<file path="src/rtl/seg7_scan_display.sv">
// Converts a 14-bit binary value to BCD with a sequential double-dabble engine and
// scans it onto a 4-digit multiplexed 7-segment display. Optional macro: SEG7_BLANK_LZ_EN.
module seg7_scan_display #(
    parameter int REFRESH_DIV    = 100000,
    parameter bit SEG_ACTIVE_LOW = 1'b1,
    parameter bit AN_ACTIVE_LOW  = 1'b1
) (
    input  logic        clock,
    input  logic        reset_i,
    input  logic [13:0] value_i,
    output logic [6:0]  seg_o,
    output logic        dp_o,
    output logic [3:0]  an_o,
    output logic [15:0] bcd_o,
    output logic        ovf_o,
    output logic        busy_o
);

    localparam int RW = (REFRESH_DIV > 1) ? $clog2(REFRESH_DIV) : 1;
    localparam logic [RW-1:0] RC_LAST = RW'(REFRESH_DIV - 1);
    localparam logic [6:0] SEG_OFF = SEG_ACTIVE_LOW ? 7'h7F : 7'h00;
    localparam logic [3:0] AN_OFF  = AN_ACTIVE_LOW ? 4'hF : 4'h0;
    localparam logic       DP_OFF  = SEG_ACTIVE_LOW ? 1'b1 : 1'b0;

    typedef enum logic [1:0] {
        ST_IDLE  = 2'd0,
        ST_SHIFT = 2'd1,
        ST_DONE  = 2'd2
    } state_t;

    // Add 3 to every nibble that is 5 or more before the next shift.
    function automatic logic [19:0] dabble_adjust(input logic [19:0] s);
        logic [19:0] r;
        r = s;
        for (int i = 0; i < 5; i++) begin
            if (s[i*4 +: 4] >= 4'd5) begin
                r[i*4 +: 4] = s[i*4 +: 4] + 4'd3;
            end else begin
                r[i*4 +: 4] = s[i*4 +: 4];
            end
        end
        return r;
    endfunction

    // Active-high {g,f,e,d,c,b,a} pattern; codes 10..15 show blank.
    function automatic logic [6:0] seg_decode(input logic [3:0] n);
        logic [6:0] p;
        case (n)
            4'd0:    p = 7'h3F;
            4'd1:    p = 7'h06;
            4'd2:    p = 7'h5B;
            4'd3:    p = 7'h4F;
            4'd4:    p = 7'h66;
            4'd5:    p = 7'h6D;
            4'd6:    p = 7'h7D;
            4'd7:    p = 7'h07;
            4'd8:    p = 7'h7F;
            4'd9:    p = 7'h6F;
            default: p = 7'h00;
        endcase
        return p;
    endfunction

`ifdef SEG7_BLANK_LZ_EN
    // A digit is a leading zero when it and every more significant digit are zero.
    function automatic logic leading_zero(input logic [15:0] b, input logic [1:0] idx);
        logic z;
        case (idx)
            2'd1:    z = (b[15:4] == 12'h000);
            2'd2:    z = (b[15:8] == 8'h00);
            2'd3:    z = (b[15:12] == 4'h0);
            default: z = 1'b0;
        endcase
        return z;
    endfunction
`endif

    state_t          state_q, state_d;
    logic [3:0]      cnt_q, cnt_d;
    logic [13:0]     shift_q, shift_d;
    logic [19:0]     scratch_q, scratch_d;
    logic [15:0]     bcd_q, bcd_d;
    logic            ovf_q, ovf_d;
    logic            busy_q, busy_d;
    logic [RW-1:0]   rc_q, rc_d;
    logic [1:0]      idx_q, idx_d;
    logic [3:0]      an_q, an_d;
    logic [6:0]      seg_q, seg_d;
    logic            dp_q, dp_d;
    logic [19:0]     adj_s;
    logic [3:0]      nib_s;
    logic            blank_s;
    logic [6:0]      pat_s;

    assign adj_s = dabble_adjust(scratch_q);

    // Conversion FSM next state and datapath.
    always_comb begin
        state_d   = state_q;
        cnt_d     = cnt_q;
        shift_d   = shift_q;
        scratch_d = scratch_q;
        bcd_d     = bcd_q;
        ovf_d     = ovf_q;
        case (state_q)
            ST_IDLE: begin
                shift_d   = value_i;
                scratch_d = 20'h00000;
                cnt_d     = 4'd0;
                state_d   = ST_SHIFT;
            end
            ST_SHIFT: begin
                {scratch_d, shift_d} = {adj_s, shift_q} << 1;
                cnt_d = cnt_q + 4'd1;
                if (cnt_q == 4'd13) begin
                    state_d = ST_DONE;
                end else begin
                    state_d = ST_SHIFT;
                end
            end
            ST_DONE: begin
                bcd_d   = scratch_q[15:0];
                ovf_d   = (scratch_q[19:16] != 4'h0);
                state_d = ST_IDLE;
            end
            default: begin
                state_d = ST_IDLE;
            end
        endcase
        busy_d = (state_d != ST_IDLE);
    end

    // Scan counter, digit select and segment/anode drive, all from next-state values
    // so a digit switch coinciding with a result update shows the new result.
    always_comb begin
        rc_d  = rc_q;
        idx_d = idx_q;
        if (rc_q == RC_LAST) begin
            rc_d  = {RW{1'b0}};
            idx_d = idx_q + 2'd1;
        end else begin
            rc_d  = rc_q + RW'(1);
            idx_d = idx_q;
        end

        case (idx_d)
            2'd0:    nib_s = bcd_d[3:0];
            2'd1:    nib_s = bcd_d[7:4];
            2'd2:    nib_s = bcd_d[11:8];
            2'd3:    nib_s = bcd_d[15:12];
            default: nib_s = 4'h0;
        endcase

`ifdef SEG7_BLANK_LZ_EN
        blank_s = leading_zero(bcd_d, idx_d);
`else
        blank_s = 1'b0;
`endif

        if (ovf_d) begin
            pat_s = 7'h40;
        end else if (blank_s) begin
            pat_s = 7'h00;
        end else begin
            pat_s = seg_decode(nib_s);
        end

        seg_d = SEG_ACTIVE_LOW ? ~pat_s : pat_s;
        an_d  = AN_ACTIVE_LOW ? ~(4'b0001 << idx_d) : (4'b0001 << idx_d);
        dp_d  = DP_OFF;
    end

    // State and output registers with synchronous reset.
    always_ff @(posedge clock) begin
        if (reset_i) begin
            state_q   <= ST_IDLE;
            cnt_q     <= 4'd0;
            shift_q   <= 14'h0000;
            scratch_q <= 20'h00000;
            bcd_q     <= 16'h0000;
            ovf_q     <= 1'b0;
            busy_q    <= 1'b0;
            rc_q      <= {RW{1'b0}};
            idx_q     <= 2'd0;
            an_q      <= AN_OFF;
            seg_q     <= SEG_OFF;
            dp_q      <= DP_OFF;
        end else begin
            state_q   <= state_d;
            cnt_q     <= cnt_d;
            shift_q   <= shift_d;
            scratch_q <= scratch_d;
            bcd_q     <= bcd_d;
            ovf_q     <= ovf_d;
            busy_q    <= busy_d;
            rc_q      <= rc_d;
            idx_q     <= idx_d;
            an_q      <= an_d;
            seg_q     <= seg_d;
            dp_q      <= dp_d;
        end
    end

    assign seg_o  = seg_q;
    assign dp_o   = dp_q;
    assign an_o   = an_q;
    assign bcd_o  = bcd_q;
    assign ovf_o  = ovf_q;
    assign busy_o = busy_q;

endmodule

</file>
<file path="config.mk">
export PLATFORM = sky130hd
export DESIGN_NAME = seg7_scan_display
export DESIGN_NICKNAME = d
export VERILOG_FILES = /design/src/rtl/seg7_scan_display.sv
export SDC_FILE = /design/constraint.sdc
export NUM_CORES = 1
export LEC_CHECK = 0
export BUFFER_PORTS_ARGS = -buffer_cell sky130_fd_sc_hd__buf_2
export CORE_MARGIN = 2
export CORE_UTILIZATION = 60
export DETAILED_ROUTE_END_ITERATION = 12
export GPL_TIMING_DRIVEN = 0
export PLACE_DENSITY = 0.79
export SYNTH_ARGS = -nofsm -noshare
export SYNTH_HDL_FRONTEND = slang
export SYNTH_SLANG_ARGS = --single-unit
</file>
<file path="constraint.sdc">
create_clock -name clock -period 6.5 [get_ports clock]
set_input_delay 0.65 -clock clock [delete_from_list [all_inputs] [get_ports clock]]
set_output_delay 0.65 -clock clock [all_outputs]
set_load 0.005 [all_outputs]
</file>
Word level (Yosys, flattened, before mapping)
Memories as Yosys holds them, arrays and structs flattened.
Cells that the tools add are included.
{"block": "word_totals", "in_bits": 16, "elab_cells": 56, "out_inout_bits": 30, "register_bits": 88, "mem_bits_ro": 112, "memories": 1}
{"block": "op_classes", "shifts": 1, "order_cmp": 5, "eq_ne": 7, "reduce_logical": 6, "n_bitwise": 2, "mux": 15, "add_sub_neg": 8}
{"name": "(no name shown)", "depth": 16, "word_bits": 7, "rd": 1, "rd_ports_with_merged_regs": 0, "write_ports": 0, "line_no": "48", "source": "case (n)"}
{"operator": "$pmux W20 S2", "count": 1}
{"operator": "$pmux W14 S2", "count": 1}
{"operator": "$ge A4 B3 Y1 const B", "count": 5}
{"operator": "$add A17 B1 Y17 const B", "count": 1}
{"operator": "$eq A17 B17 Y1 const B", "count": 1}
{"operator": "$add A4 B2 Y4 const B", "count": 4}
{"operator": "$mux W16", "count": 1}
{"operator": "$mux W4", "count": 4}
{"operator": "$pmux W4 S4", "count": 1}
{"operator": "$pmux W4 S2", "count": 1}
{"operator": "$mux W7", "count": 1}
{"operator": "$not A7 Y7", "count": 1}
{"operator": "$eq A2 B2 Y1 const B", "count": 3}
{"operator": "$add A4 B1 Y4 const B", "count": 1}
{"operator": "$eq A2 B1 Y1 const B", "count": 2}
{"operator": "$eq A4 B4 Y1 const B", "count": 1}
{"operator": "$logic_not A2 Y1", "count": 2}
{"operator": "$mux W2", "count": 2}
{"operator": "$not A4 Y4", "count": 1}
{"operator": "$pmux W2 S2", "count": 1}
{"operator": "$reduce_bool A2 Y1", "count": 2}
{"operator": "$reduce_bool A4 Y1", "count": 1}
{"operator": "$shl A1 B2 Y4 const A", "count": 1}
{"operator": "$add A3 B2 Y3 const B", "count": 1}
{"operator": "4 further kinds", "count": 4}

Logic depth before layout (Yosys ltp)
An unclocked memory read counts as a cell.
{"block": "logic_depth", "word_depth": 7, "mapped_depth": 13, "mapped_depth_nobuf": 12}

Worst setup path before layout
Ideal clock, no wire load.
{"block": "synth_timing", "kind": "flip-flop to flip-flop", "start": "reg rc_q[0]", "end": "reg seg_q[6] (netlist: seg_o[6])", "path_stages_with_launch": 14, "t_arrival_ns": 2.651, "slack_ns": 3.733, "n_path_buf": 1, "setup_time_ns": 0.115, "required_time_ns": 6.385, "synth_period_minus_slack_ns": 2.767, "path_cell_list": "dfxtp_1 > ha_1 > nand4_1 > nor4_4 > buf_6 > and3_1 > a211oi_1 > a211oi_1 > or2_1 > inv_1 > ha_1 > nor3_1 > o21ai_1 > a31o_1"}
{"block": "synth_between", "elab_chain_len": 7, "word_cells_on_any_way": 10, "classes_between": "eq/ne: 4; mux: 3; bitwise: 1; reduce/logical: 1; memory: 1"}
{"item": "start, declared", "line_no": "85", "source": "logic [RW-1:0] rc_q, rc_d;"}
{"item": "start signal, assigned", "line_no": "183", "source": "rc_q <= {RW{1'b0}};"}
{"item": "start signal, assigned", "line_no": "196", "source": "rc_q <= rc_d;"}
{"item": "$eq A17 B17 Y1 *", "line_no": "138", "source": "if (rc_q == RC_LAST) begin"}
{"item": "$mux W2 *", "line_no": "138"}
{"item": "$eq A2 B2 Y1 (tied with other cells)", "line_no": "146", "source": "case (idx_d)"}
{"item": "$pmux W4 S4 *", "line_no": "146"}
{"item": "$mem_v2 Z16 W7 *"}
{"item": "$mux W7 *", "line_no": "160", "source": "if (ovf_d) begin"}
{"item": "$not A7 Y7 *", "line_no": "168", "source": "seg_d = SEG_ACTIVE_LOW ? ~pat_s : pat_s;"}
{"item": "end signal, assigned", "line_no": "199", "source": "seg_q <= seg_d;"}
{"item": "end, declared", "line_no": "88", "source": "logic [6:0] seg_q, seg_d;"}
Every way passes the cells marked *; elsewhere a longest branch is shown, timed or not.
A chain may end at the register's enable or synchronous reset.

Worst setup path in the final report
Same ends and word-level chain as after synthesis.

==> impl_metrics.toml <==
[floorplanning]
io-pin-count = 46
start_util_pct = 61.4
core.rowCount = 31
die_h_um = 89.7
dieArea_mm2 = 0.00804
die_w_um = 89.7
core_mm2 = 0.00718

[power_and_ir_drop]
peakVddDrop_mv = 0.109
power_density_mw_per_mm2 = 208
power.leakage_uw = 0.00199

[cells_and_area]
nets = 610
fin_cells = 679
drive_gt1_share_pct = 14.5
multi_input_area_mm2 = 0.00241
antenna_cells = 0
fillers = 606
seqCellArea_mm2 = 0.00176
areaGrowthSynthToFinish_pct = 13.0

[min_path]
hold_depth = 1
min_to = "rc_q[0]"
hold_start = "rc_q[0]"
min_path_type = "flop to flop"

[yosys]
synth.cell_area_mm2 = 0.00440
synth_nets = 555
ys_warn_count = 0
avgSynthCellArea_um2 = 8.47
synth_edf_count = 0
ys_ff_latch = 88
ys_seq_area_share_pct = 40.0
synth_top_area_share_pct = 40.0
synth_area_leaders = "dfxtp_1 40%, nor2_1 7.2%, ha_1 5.4%"
synth_cells = 520
synth_common_cells = "88 x dfxtp_1, 84 x nor2_1, 45 x a21oi_1"
yosysTopAreaCell = "dfxtp_1"
synth.most_common_cell = "dfxtp_1"
async_flop_share_pct = 0
synth_ff_type = "dfxtp_1"
ys_types = 62

[placed_design]
place.gp.congestion = 0.938
dp.cells = 663
portBuffers = 44
dp_hpwl_mm = 7.23

[setup_path]
end_kind = "flop"
ff2ff_path_depth = 13
crit_path_start_kind = "flop"
r2r_start = "rc_q[0]"
r2r_end = "seg_o[6]"
cp.required_ns = 6.76
cp_max_fo = 10
arrival_ns = 3.49
crit_type = "flop to flop"
r2r_setup_slack_ns = 3.28

[route]
viasPerCell = 5.70
drc_errors = 0
wl_mm = 10.1
ant_nets = 0
drtIter0Drc = 246
post_drt_wl_per_cell_um = 14.9
dr.pass1.iters = 6
vias = 3869

[global_routing]
grt_max_degree = 16
grt_overflow_total = 0
grt_pass1_vias = 3539
grt_usage_pct = 26.2
grt_pass1_wl_mm = 16.3
antenna_found_initial = 0

[outcome]
run_status = "finished clean"

[timing]
fmax_mhz = 310
slew_headroom_pct = 55.5
finalHoldViolations = 0
drv_slew = 0
worst_hold_slack_ns = 0.465
setup_viol = 0
fin_crit_ns = 3.22
clock_skew_ns = 0.0107
setup_tns_ns = 0
worst_pin_slew_ns = 0.668
finalCritPeriodShare_pct = 49.6
rsz0062_at_grt = "no"

[clock_tree]
post_cts_resized = 0
cts_max_level = 3
clk_path_buf_depth = 2
clk_latency_ns = 0.37
path_clk_slew_ns = 0.09
cts_buffers = 9
cts_tree = "yes"
postCtsSetupBuffers = 0
hold_buffers = 0
cts-root-buf = "clkbuf_8"
numClockSinks = 88

[flow_run]
cap_violations = 0
[cells by family after synthesis]
family | count (synthesis) | share of synthesized area (%)
AO/OA/AOI/OAI | 101 | 13.8
XOR/XNOR | 23 | 4.57
adder cells (fa/ha/maj) | 19 | 5.40
buffers and inverters | 55 | 5.31
flip-flops | 88 | 40.0
multiplexers | 28 | 7.33
other | 1 | 0.0851
AND/OR/NAND/NOR | 205 | 23.5
[power breakdown]
group | switching [uW] | total (uW) | internal [uW]
clock | 203 | 431 | 228
sequential | 5.99 | 555 | 549
combinational | 29.0 | 49.5 | 20.6
[worst max-delay path: stages (launching register included)]
cell      delay [ns]
dfxtp_1         0.38
ha_1            0.24
nand4_1         0.33
nor4_4          0.38
buf_6           0.20
and3_1          0.21
a211oi_1        0.06
a211oi_1        0.28
or2_1           0.23
inv_1           0.08
ha_1            0.22
nor3_1          0.19
o21ai_1         0.09
a31o_1          0.22
[worst max path at each step]
stage / endpoint / startpoint / slack [ns]
global route: seg_o[6] / rc_q[0] / 3.01
finish: seg_o[6] / rc_q[0] / 3.28
global placement: seg_o[6] / rc_q[0] / 3.39
floorplan: seg_o[6] / rc_q[0] / 3.73
detailed placement: seg_o[6] / rc_q[0] / 3.31
CTS: seg_o[6] / rc_q[0] / 3.26
[sequential cells by signal, indices dropped and copies added (netlist names)]
name and cells:
busy_o 1, shift_q 14, seg_o 7, state_q 2, cnt_q 4, an_o 4, scratch_q 20, idx_q 2
bcd_o 16, ovf_o 1, rc_q 17
[cell usage in the layout, fill, tap and decap left out, types with 3 or more instances in the layout]
cell type,instances
and3_1,4
nand2b_1,8
xor2_1,13
nor3_1,13
mux2i_1,23
nand2_1,34
buf_6,3
clkbuf_1,23
a21oi_1,45
inv_1,26
and2_1,3
nand4_1,8
clkbuf_8,10
buf_2,45
nor3b_1,6
nor2_1,84
nand3_1,19
dfxtp_1,88
mux4_2,3
a211oi_1,3
ha_1,19
xnor2_1,10
nor2b_1,4
o21ai_1,7
a22oi_1,11
o21ai_0,18
[final cells by class]
cell class | instances | share of cell area [%]
inverters | 26 | 1.96
clock inverters | 6 | 1.86
flip-flops and latches | 88 | 35.4
plain buffers | 29 | 2.74
clock buffers | 10 | 2.76
repair buffers | 44 | 4.42
well taps | 99 | 2.49
multi-input cells | 377 | 48.4
[per-layer routing]
| layer | up-vias | part of all wire, % | track usage [%] |
|---|---|---|---|
| met1 | 1834 | 43 | 31.8 |
| met2 | 121 | 50 | 46.5 |
| li1 | 1896 | - | - |
| met3 | 18 | 4.9 | 3.29 |
| met4 | 0 | 1.9 | 11.1 |
| met5 | - | 0 | 0 |
[stage by stage]
stage | total power [uW] | setup WS [ns] | utilization (%) | instance area [um^2]
2_1_floorplan | 599 | 3.73 | - | 4400
3_3_place_gp | 615 | 3.39 | 66.2 | 4750
3_5_place_dp | 617 | 3.31 | 66.2 | 4750
4_1_cts | 1040 | 3.26 | 69.4 | 4980
5_1_grt | 1070 | 3.01 | 69.4 | 4980
6_report | 1040 | 3.28 | 69.4 | 4980
Note: power is estimated with default switching activity, not from simulation.
